--- config.mk ---
export PLATFORM = sky130hd
export DESIGN_NAME = onchip_ram_arbiter
export DESIGN_NICKNAME = d
export VERILOG_FILES = /design/src/rtl/onchip_ram_arbiter.sv
export SDC_FILE = /design/constraint.sdc
export NUM_CORES = 1
export LEC_CHECK = 0
export BUFFER_PORTS_ARGS = -buffer_cell sky130_fd_sc_hd__buf_4
export CORE_MARGIN = 2
export CORE_UTILIZATION = 50
export CTS_CLUSTER_DIAMETER = 200
export CTS_CLUSTER_SIZE = 20
export DETAILED_ROUTE_END_ITERATION = 10
export PLACE_DENSITY = 0.88
export SYNTH_ARGS = -nofsm -noshare
export SYNTH_HDL_FRONTEND = slang
export SYNTH_SLANG_ARGS = --single-unit
--- constraint.sdc ---
create_clock -name clk -period 2.2 [get_ports clk]
set_input_delay 0.44 -clock clk [delete_from_list [all_inputs] [get_ports clk]]
set_output_delay 0.44 -clock clk [all_outputs]
set_load 0.05 [all_outputs]
--- src/rtl/onchip_ram_arbiter.sv ---
// onchip_ram_arbiter
//   Two-master round-robin sequencer in front of a single-port on-chip RAM
//   whose inputs are registered and whose q is unregistered. Commands are
//   serialised one at a time: IDLE picks a winner, ACCESS presents it to the
//   RAM, READ captures q and returns it to the granted master.
module onchip_ram_arbiter #(
  parameter int ADDR_W = 7,
  parameter int DATA_W = 32,
  parameter int BE_W   = 4
) (
  input  logic              clk,
  input  logic              reset_n,
  // master 0
  input  logic [ADDR_W-1:0] m0_address,
  input  logic [BE_W-1:0]   m0_byteenable,
  input  logic              m0_read,
  input  logic              m0_write,
  input  logic [DATA_W-1:0] m0_writedata,
  output logic              m0_waitrequest,
  output logic [DATA_W-1:0] m0_readdata,
  output logic              m0_readdatavalid,
  // master 1
  input  logic [ADDR_W-1:0] m1_address,
  input  logic [BE_W-1:0]   m1_byteenable,
  input  logic              m1_read,
  input  logic              m1_write,
  input  logic [DATA_W-1:0] m1_writedata,
  output logic              m1_waitrequest,
  output logic [DATA_W-1:0] m1_readdata,
  output logic              m1_readdatavalid,
  // RAM slave
  output logic [ADDR_W-1:0] ram_address,
  output logic [BE_W-1:0]   ram_byteenable,
  output logic              ram_chipselect,
  output logic              ram_clken,
  output logic              ram_write,
  output logic [DATA_W-1:0] ram_writedata,
  input  logic [DATA_W-1:0] ram_readdata
);

  typedef enum logic [1:0] {
    IDLE   = 2'd0,
    ACCESS = 2'd1,
    READ   = 2'd2
  } state_t;

  state_t            state;
  logic              last_grant;   // 1: m1 held the most recent grant

  logic              req0;
  logic              req1;
  logic              win0;
  logic              win1;
  logic              accept;

  logic [ADDR_W-1:0] sel_addr;
  logic [BE_W-1:0]   sel_be;
  logic [DATA_W-1:0] sel_wdata;
  logic              sel_wr;

  // ACCESS stage: command latched at the accept edge
  logic [ADDR_W-1:0] cmd_addr_p0;
  logic [BE_W-1:0]   cmd_be_p0;
  logic [DATA_W-1:0] cmd_wdata_p0;
  logic              cmd_wr_p0;
  logic              acc_p0;

  // return stage: read data and its valid pulse per master
  logic [DATA_W-1:0] rdata0_p1;
  logic [DATA_W-1:0] rdata1_p1;
  logic              vld0_p1;
  logic              vld1_p1;

  // Round-robin winner selection and mux of the winner's command.
  always_comb begin
    req0      = m0_read | m0_write;
    req1      = m1_read | m1_write;
    // on a tie the master that did not win last time goes first
    win0      = req0 & (~req1 | last_grant);
    win1      = req1 & (~req0 | ~last_grant);
    accept    = (state == IDLE) & (win0 | win1);
    sel_addr  = m0_address;
    sel_be    = m0_byteenable;
    sel_wdata = m0_writedata;
    sel_wr    = m0_write;
    if (win1) begin
      sel_addr  = m1_address;
      sel_be    = m1_byteenable;
      sel_wdata = m1_writedata;
      sel_wr    = m1_write;
    end
  end

  // waitrequest drops only for the IDLE-cycle winner; held high while in reset
  assign m0_waitrequest = ~(reset_n & (state == IDLE) & win0);
  assign m1_waitrequest = ~(reset_n & (state == IDLE) & win1);

  // RAM side: address/data hold their last value outside ACCESS
  assign ram_address    = cmd_addr_p0;
  assign ram_byteenable = cmd_be_p0;
  assign ram_writedata  = cmd_wdata_p0;
  assign ram_chipselect = acc_p0;
  assign ram_clken      = acc_p0;
  assign ram_write      = acc_p0 & cmd_wr_p0;

  assign m0_readdata      = rdata0_p1;
  assign m1_readdata      = rdata1_p1;
  assign m0_readdatavalid = vld0_p1;
  assign m1_readdatavalid = vld1_p1;

  // Sequencer FSM: accept, present to RAM, capture read data.
  always_ff @(posedge clk or negedge reset_n) begin
    if (!reset_n) begin
      state        <= IDLE;
      last_grant   <= 1'b1;
      cmd_addr_p0  <= '0;
      cmd_be_p0    <= '0;
      cmd_wdata_p0 <= '0;
      cmd_wr_p0    <= 1'b0;
      acc_p0       <= 1'b0;
      rdata0_p1    <= '0;
      rdata1_p1    <= '0;
      vld0_p1      <= 1'b0;
      vld1_p1      <= 1'b0;
    end else begin
      vld0_p1 <= 1'b0;
      vld1_p1 <= 1'b0;
      case (state)
        IDLE: begin
          if (accept) begin
            // a simultaneous read+write is taken as a write
            cmd_addr_p0  <= sel_addr;
            cmd_be_p0    <= sel_be;
            cmd_wdata_p0 <= sel_wdata;
            cmd_wr_p0    <= sel_wr;
            last_grant   <= win1;
            acc_p0       <= 1'b1;
            state        <= ACCESS;
          end
        end
        ACCESS: begin
          // RAM registers its inputs at the end of this cycle
          acc_p0 <= 1'b0;
          state  <= cmd_wr_p0 ? IDLE : READ;
        end
        READ: begin
          // RAM input regs are holding, so q is stable here
          if (last_grant) begin
            rdata1_p1 <= ram_readdata;
            vld1_p1   <= 1'b1;
          end else begin
            rdata0_p1 <= ram_readdata;
            vld0_p1   <= 1'b1;
          end
          state <= IDLE;
        end
        default: begin
          acc_p0 <= 1'b0;
          state  <= IDLE;
        end
      endcase
    end
  end

endmodule

# == After elaboration in Yosys (flattened, before gate mapping) ==
# Index checks and enable logic that the tools add are counted.
# op_classes
add_sub_neg,0
mul,0
div_mod_pow,0
magnitude_cmp,0
n_eq_ne,3
n_shift,0
n_mux,13
bitwise_logic,18
n_reduce_logical,5
# ops
op,count
two-way mux 32 bit,1
AND reduction 2 bit,4
AND 1 bit,7
two-way mux 7 bit,1
two-way mux 1 bit,6
NOT 1 bit,6
OR 1 bit,5
two-way mux 2 bit,2
two-way mux 4 bit,1
case mux 2 bit (2 select lines),1
"== test 2 x 1 -> 1 bit, second input constant",1
"== test 2 bit, second input constant",1
zero test 2 bit,1
"!= test 2 bit, second input constant",1
case mux 1 bit (2 select lines),1
# totals
ff_bits,114
latchBits,0
mem_bits_rw,0
mem_bits_ro,0
in_bits,124
output_inout_bits,114
wordCells,50
n_memories,0

# == Longest topological paths before layout ==
# Gate-level depths: netlist (run 1).
# depth
depth_word,8
mapped_depth,5
mapped_depth_nobuf,4

# == Worst setup path after synthesis (run 1) ==
# No wires, ideal clock.
# synth_path
path_kind,in2out
start,in m0_write
end,out m1_waitrequest
arrival_ns,1.590
required_ns,1.760
slack_ns,0.170
cell_stages,3
n_path_buf,1
cell_sequence,o21ai_1 > clkbuf_1 > nand4_1
# synth_between
elab_chain_cells,6
# synth_lines
item,line_no,rtl
"start, declared",17,"input logic m0_write,"
OR 1 bit,76,req0 = m0_read | m0_write;
NOT 1 bit,80,win1 = req1 & (~req0 | ~last_grant);
OR 1 bit,80,
AND 1 bit,80,
AND 1 bit,96,assign m1_waitrequest = ~(reset_n & (state == IDLE) & win1);
NOT 1 bit,96,
"end, declared",28,"output logic m1_waitrequest,"
# No other way between the ends.

# == Final worst setup path (run 1) ==
# layout_path
start,reg last_grant
end,out m0_waitrequest
# layout_between
elab_chain_cells,4
# layout_lines
item,line_no,rtl
"start, declared",48,logic last_grant;
"start signal, assigned",136,last_grant <= win1;
OR 1 bit,79,win0 = req0 & (~req1 | last_grant);
AND 1 bit,79,
AND 1 bit,95,assign m0_waitrequest = ~(reset_n & (state == IDLE) & win0);
NOT 1 bit,95,
"end, declared",19,"output logic m0_waitrequest,"
# No other way between the ends.

==> metrics.md, run 1 <==
| Metric | Value |
|---|---|
| Critical Path AT | `1640 ps` |
| Critical path class | `reg -> out` |
| Initial DRC count | `198` |
| Number of diodes | `0` |
| Share of the synthesized area in the top cell type | `58.01%` |
| Via/cell ratio | `5.737` |
| Post-route insts no fill | `744` |
| Final period util | `94.66%` |
| Vias in the first global route | `4,255` |
| # Post-CTS Setup Buffers | `0` |
| Io pins | `238` |
| CTS Buf Count | `17` |
| Final slew viol count | `0` |
| Reg clk slew, reported paths | `60 ps` |
| Global-route usage over all layers | `27.30%` |
| DRC Markers | `0` |
| Placed cell areas | `6748 um^2` |
| Hold-fix buffers, CTS | `0` |
| Pin count of the biggest net entering global routing | `80` |
| Core Area | `9639 um^2` |
| Reg2reg end | `ram_writedata[23]` |
| Total power per unit cell area | `2091 nW/um^2` |
| FF+latch count, synth | `114` |
| Slew margin rel. | `35.26%` |
| Clock Latency Late Sink | `510 ps` |
| Post-CTS sizing | `0` |
| Fmax | `480.2 MHz` |
| Via count | `4,268` |
| Final Power | `15.54 mW` |
| First-pass GRT wire length | `21,750 um` |
| Worst r2r src | `state[0]` |
| Worst-margin pin slew | `971.2 ps` |
| Die H | `102.7 um` |
| Min Tclk post-route | `2082 ps` |
| Post-Synthesis Cells | `371` |
| Layout cell share with drive strength beyond 1 | `57.28%` |
| Worst R2R Path Depth | `3` |
| Yosys Warn Count | `0` |
| Detail Route Antenna Nets | `0` |
| Fin. Hold Viols | `0` |
| Placed cells | `712` |
| Starting Density | `50.57%` |
| Critical path endpoint category | `output port` |
| Area grow syn2layout | `52.44%` |
| Max Cap Viol | `0` |
| Final WL | `14,990 um` |
| Post-DR wirelength/cell | `20.14 um` |
| Syn_nets | `495` |
| Die ar. | `10,560 um^2` |
| Flop2flop setup slack | `480 ps` |
| Synthesized area | `4875 um^2` |
| Clock tree from TritonCTS | `done` |
| LEAKAGE | `3.420 nW` |
| Width of the die | `102.7 um` |
| Cell taking the most area after synthesis | `dfrtp_1` |
| Rows | `36` |
| Final layout net count | `722` |
| Setup Viol. Count Final | `0` |
| Run status | `finished clean` |
| Gr ovfl total | `0` |
| Clock Skews | `5.501 ps` |
| Max VDD drop | `1.211 mV` |
| Crit-path max FO | `8` |
| Clock root buffer | `clkbuf_8` |
| Synth top area cells | `dfrtp_1, mux2_2, a2bb2oi_1, a311oi_1, o21ai_0` |
| Yosys cell types | `29` |
| Initial antenna violation count | `0` |
| Hold WC Path Type | `in -> async` |
| # port buffers | `237` |
| CTS Sinks | `114` |
| Final Wtd Congestion | `0.7854` |
| Worst Path Required | `1760 ps` |
| Max clock buf depth | `2` |
| Final Cell Area | `7431 um^2` |
| RSZ-0062 raised after global routing | `false` |
| Setup crit start kind | `flip-flop` |
| Setup TNS | `0 ps` |
| Avg Inst Size Synth | `13.14 um^2` |
| Post-synthesis sequential area ratio | `58.55%` |
| Dpl hpwl | `10,170 um` |
| H-tree Lvls | `4` |
| Drt first pass iters | `4` |
final cells by class:
cell class | count | area (um^2)
clock buffer | 20 | 455.4
clock inverter | 12 | 227.7
fill | 616 | 2208
inverter | 3 | 11.26
multi-input combinational | 216 | 1869
sequential | 114 | 2854
tap | 133 | 166.4
timing repair buffer | 246 | 1847
cell usage after synthesis:
cell type,number
a21o_1,1
a21oi_1,1
a2bb2oi_1,43
a311oi_1,43
and2_1,1
buf_2,11
buf_4,1
clkbuf_1,26
dfrtp_1,113
dfstp_2,1
inv_1,2
inv_2,1
mux2_2,64
nand2_1,1
nand2b_1,1
nand3_1,1
nand3b_1,1
nand4_1,1
nor2_1,2
nor3_1,1
nor3b_1,2
nor3b_2,1
nor4_4,1
o21a_1,1
o21ai_0,45
o21ai_1,1
o22a_1,1
o31ai_1,1
or2_2,2
flip-flops by register name, summed over array words and instances, names as in the netlist:
| signal | flops |
|---|---|
| state | 2 |
| ram_writedata | 32 |
| cmd_wr_p0 | 1 |
| m0_readdatavalid | 1 |
| m1_readdata | 32 |
| last_grant | 1 |
| m1_readdatavalid | 1 |
| m0_readdata | 32 |
| ram_byteenable | 4 |
| ram_chipselect | 1 |
| ram_address | 7 |
worst max-delay path by stage:
stage	slack [ps]	depth (start not counted)	start	end
floorplan	170	3	m0_write	m1_waitrequest
CTS	90	3	last_grant	m0_waitrequest
global placement	430	5	m1_write	ram_writedata[23]
finish	120	3	last_grant	m0_waitrequest
detailed placement	390	5	m0_write	ram_writedata[0]
global route	60	3	last_grant	m0_waitrequest
metal layers:
layer	vias to the layer above	routed length (um)	track usage, %	share of wire, %
met1	2091	5627	31.60	38
met3	29	1656	12.14	11
met2	251	7357	44.65	49
li1	1897	-	-	-
met4	0	343	11.03	2.3
met5	-	0	0	0
cells by family after synthesis:
family	after synthesis	share of synthesized area, %
flops	114	58.55
buf+inv	41	3.516
mux	64	14.78
compound gates	137	20.92
simple gates	15	2.233
report_power, final:
group / switching (mW) / internal (mW)
Clock: 0.983 / 2.16
Combinational: 5.60 / 2.92
Sequential: 0.672 / 3.20
Total: 7.26 / 8.28
worst max-delay path, cell delays in order (launching register included):
cell	delay (ps)
dfstp_2	650
o22a_1	180
nand3_1	90
buf_4	210
cells in the final DEF (no fill, tap or decap), drive strengths merged, types with 2 or more instances in the layout:
master,netlist,layout
buf,12,246
dfrtp,113,113
mux2,64,64
o21ai,46,46
a311oi,43,43
a2bb2oi,43,43
clkbuf,26,20
bufinv,0,6
clkinv,0,5
inv,3,3
nor3b,3,3
or2,2,2
nor2,2,2
through the flow:
stage	hold slack (ps)	util [%]	setup slack, ps
after floorplan	144.4	-	169.7
after global placement	453.6	70.00	425.5
after detailed placement	454.1	70.00	389.4
after CTS	4.531	77.09	86.90
after global routing	30.49	77.09	61.62
final	10.26	77.09	117.6
Power figures use the tool's default switching activity.
==> run 2, diff against run 1 <==
--- a/config.mk
+++ b/config.mk
@@ -6,8 +6,10 @@
 export NUM_CORES = 1
 export LEC_CHECK = 0
 export BUFFER_PORTS_ARGS = -buffer_cell sky130_fd_sc_hd__buf_4
+export CELL_PAD_IN_SITES_DETAIL_PLACEMENT = 0
+export CELL_PAD_IN_SITES_GLOBAL_PLACEMENT = 1
 export CORE_MARGIN = 2
-export CORE_UTILIZATION = 50
+export CORE_UTILIZATION = 38
 export CTS_CLUSTER_DIAMETER = 200
 export CTS_CLUSTER_SIZE = 20
 export DETAILED_ROUTE_END_ITERATION = 10
==> metrics.md, run 2 (synthesis results as in run 1) <==
| Metric | Value |
|---|---|
| CP max stage delay | `540 ps` |
| Hold WC Path Type | `in -> reg` |
| Fill count | `1,022` |
| # port buffers | `237` |
| Vias in the first global route | `4,355` |
| Setup crit start kind | `primary input` |
| Clock Skews | `3.129 ps` |
| CP Buf/Inv Count | `3` |
| Dpl ws | `383.5 ps` |
| Critical path endpoint category | `output port` |
| LEAKAGE | `3.424 nW` |
| Worst R2R Path Depth | `3` |
| Area grow syn2layout | `53.62%` |
| Max Cap Viol | `0` |
| CP max stage cell | `dlygate4sd3_1` |
| Die ar. | `13,750 um^2` |
| Reg clk slew, reported paths | `50 ps` |
| Clock tree from TritonCTS | `done` |
| Hold-fix buffers, CTS | `1` |
| Run status | `finished clean` |
| Post-CTS sizing | `0` |
| Max VDD drop | `1.287 mV` |
| Hold path cells | `2` |
| Max clock buf depth | `2` |
| Setup Viol. Count Final | `0` |
| Layout cell share with drive strength beyond 1 | `56.84%` |
| Core Area | `12,570 um^2` |
| Number of diodes | `0` |
| Reg2reg end | `ram_address[1]` |
| Initial DRC count | `220` |
| Worst Path Required | `1760 ps` |
| Commonest non-fill, non-tap cell in the layout | `buf_4` |
| Setup WS post-layout | `219.5 ps` |
| Placed cell areas | `6824 um^2` |
| Via count | `4,238` |
| Final slew viol count | `0` |
| Hold Crit Start | `ram_readdata[8]` |
| Detail Route Antenna Nets | `0` |
| Critical Path AT | `1540 ps` |
| RSZ-0062 raised after global routing | `false` |
| Worst path top cell family by delay | `buffers and inverters` |
| First-pass GRT wire length | `22,080 um` |
| CTS Sinks | `114` |
| CTS Buf Count | `17` |
| Hold endpoint | `m1_readdata[8]` |
| Crit-path max FO | `11` |
| Most frequent CP cell | `buf_4` |
| Worst r2r src | `state[0]` |
| Flop2flop setup slack | `360 ps` |
| Final WL | `14,750 um` |
| Via/cell ratio | `5.392` |
| Pin count of the biggest net entering global routing | `107` |
| Initial antenna violation count | `0` |
| Fin. Hold Viols | `0` |
| Gr ovfl total | `0` |
| Final Wtd Congestion | `0.7854` |
| Width of the die | `117.3 um` |
| Clock Latency Late Sink | `400 ps` |
| Final layout net count | `725` |
| H-tree Lvls | `4` |
| # Post-CTS Setup Buffers | `0` |
| Post-DR wirelength/cell | `18.76 um` |
| Starting Density | `38.79%` |
| Tightest hold margin | `270.1 ps` |
| Fin util | `59.58%` |
| Die H | `117.3 um` |
| Min Tclk post-route | `1981 ps` |
| DRC Markers | `0` |
| Fmax | `504.9 MHz` |
| Setup TNS | `0 ps` |
| Critical path class | `in -> out` |
| Highest-count cells in the layout ignoring fill and taps | `buf_4, dfrtp_1, mux2_2` |
| Crit path cell chain | `dlygate4sd3_1, buf_4, nand4_1, buf_4` |
| Final Cell Area | `7488 um^2` |
| Rows | `41` |
| Drt first pass iters | `6` |
| Worst-margin pin slew | `891.7 ps` |
| Final period util | `90.02%` |
| Global-route usage over all layers | `21.18%` |
| Slew margin rel. | `40.55%` |
| Dpl hpwl | `10,260 um` |
| Total power per unit cell area | `2057 nW/um^2` |
| Clock root buffer | `clkbuf_16` |
| Io pins | `238` |
run 2: stage by stage:
stage,power [mW],cells
finish,15.41,786
global route,16.11,786
CTS,15.52,786
detailed placement,12.44,753
global placement,12.23,753
floorplan,9.757,371
run 2: area by class of cell:
class                           count  area (um^2)  share of cell area, %
Clock buffer                       23        478.0                  6.383
Clock inverter                      9        176.4                  2.356
Inverter                            3        11.26                 0.1504
Multi-Input combinational cell    216         1869                  24.96
Sequential cell                   114         2854                  38.11
Tap cell                          172        215.2                  2.874
Timing Repair Buffer              249         1884                  25.16
run 2: worst max path at each step:
stage	from	to	slack, ps	cells after the start
2_1_floorplan	m0_write	m1_waitrequest	170	3
3_3_place_gp	m0_write	ram_address[1]	430	5
3_5_place_dp	m0_write	ram_byteenable[2]	380	5
4_1_cts	reset_n	m1_waitrequest	200	4
5_1_grt	reset_n	m1_waitrequest	160	4
6_report	reset_n	m1_waitrequest	220	4
run 2: layer usage:
| layer | wire (um) | up-vias | track usage (%) |
|---|---|---|---|
| li1 | - | 1904 | - |
| met1 | 5800 | 2089 | 23.77 |
| met2 | 6951 | 220 | 34.71 |
| met3 | 1687 | 25 | 9.320 |
| met4 | 305 | 0 | 9.882 |
| met5 | 0 | - | 0 |
run 2: power by group:
group          switching, mW  internal [mW]
combinational           5.57           2.94
sequential             0.661           3.20
clock                  0.938           2.10
total                   7.17           8.24
run 2: worst reg2reg max path, cell delays in order, from the launching register on:
cell,delay [ps]
dfrtp_1,440
or2_2,630
a311oi_1,530
a2bb2oi_1,110
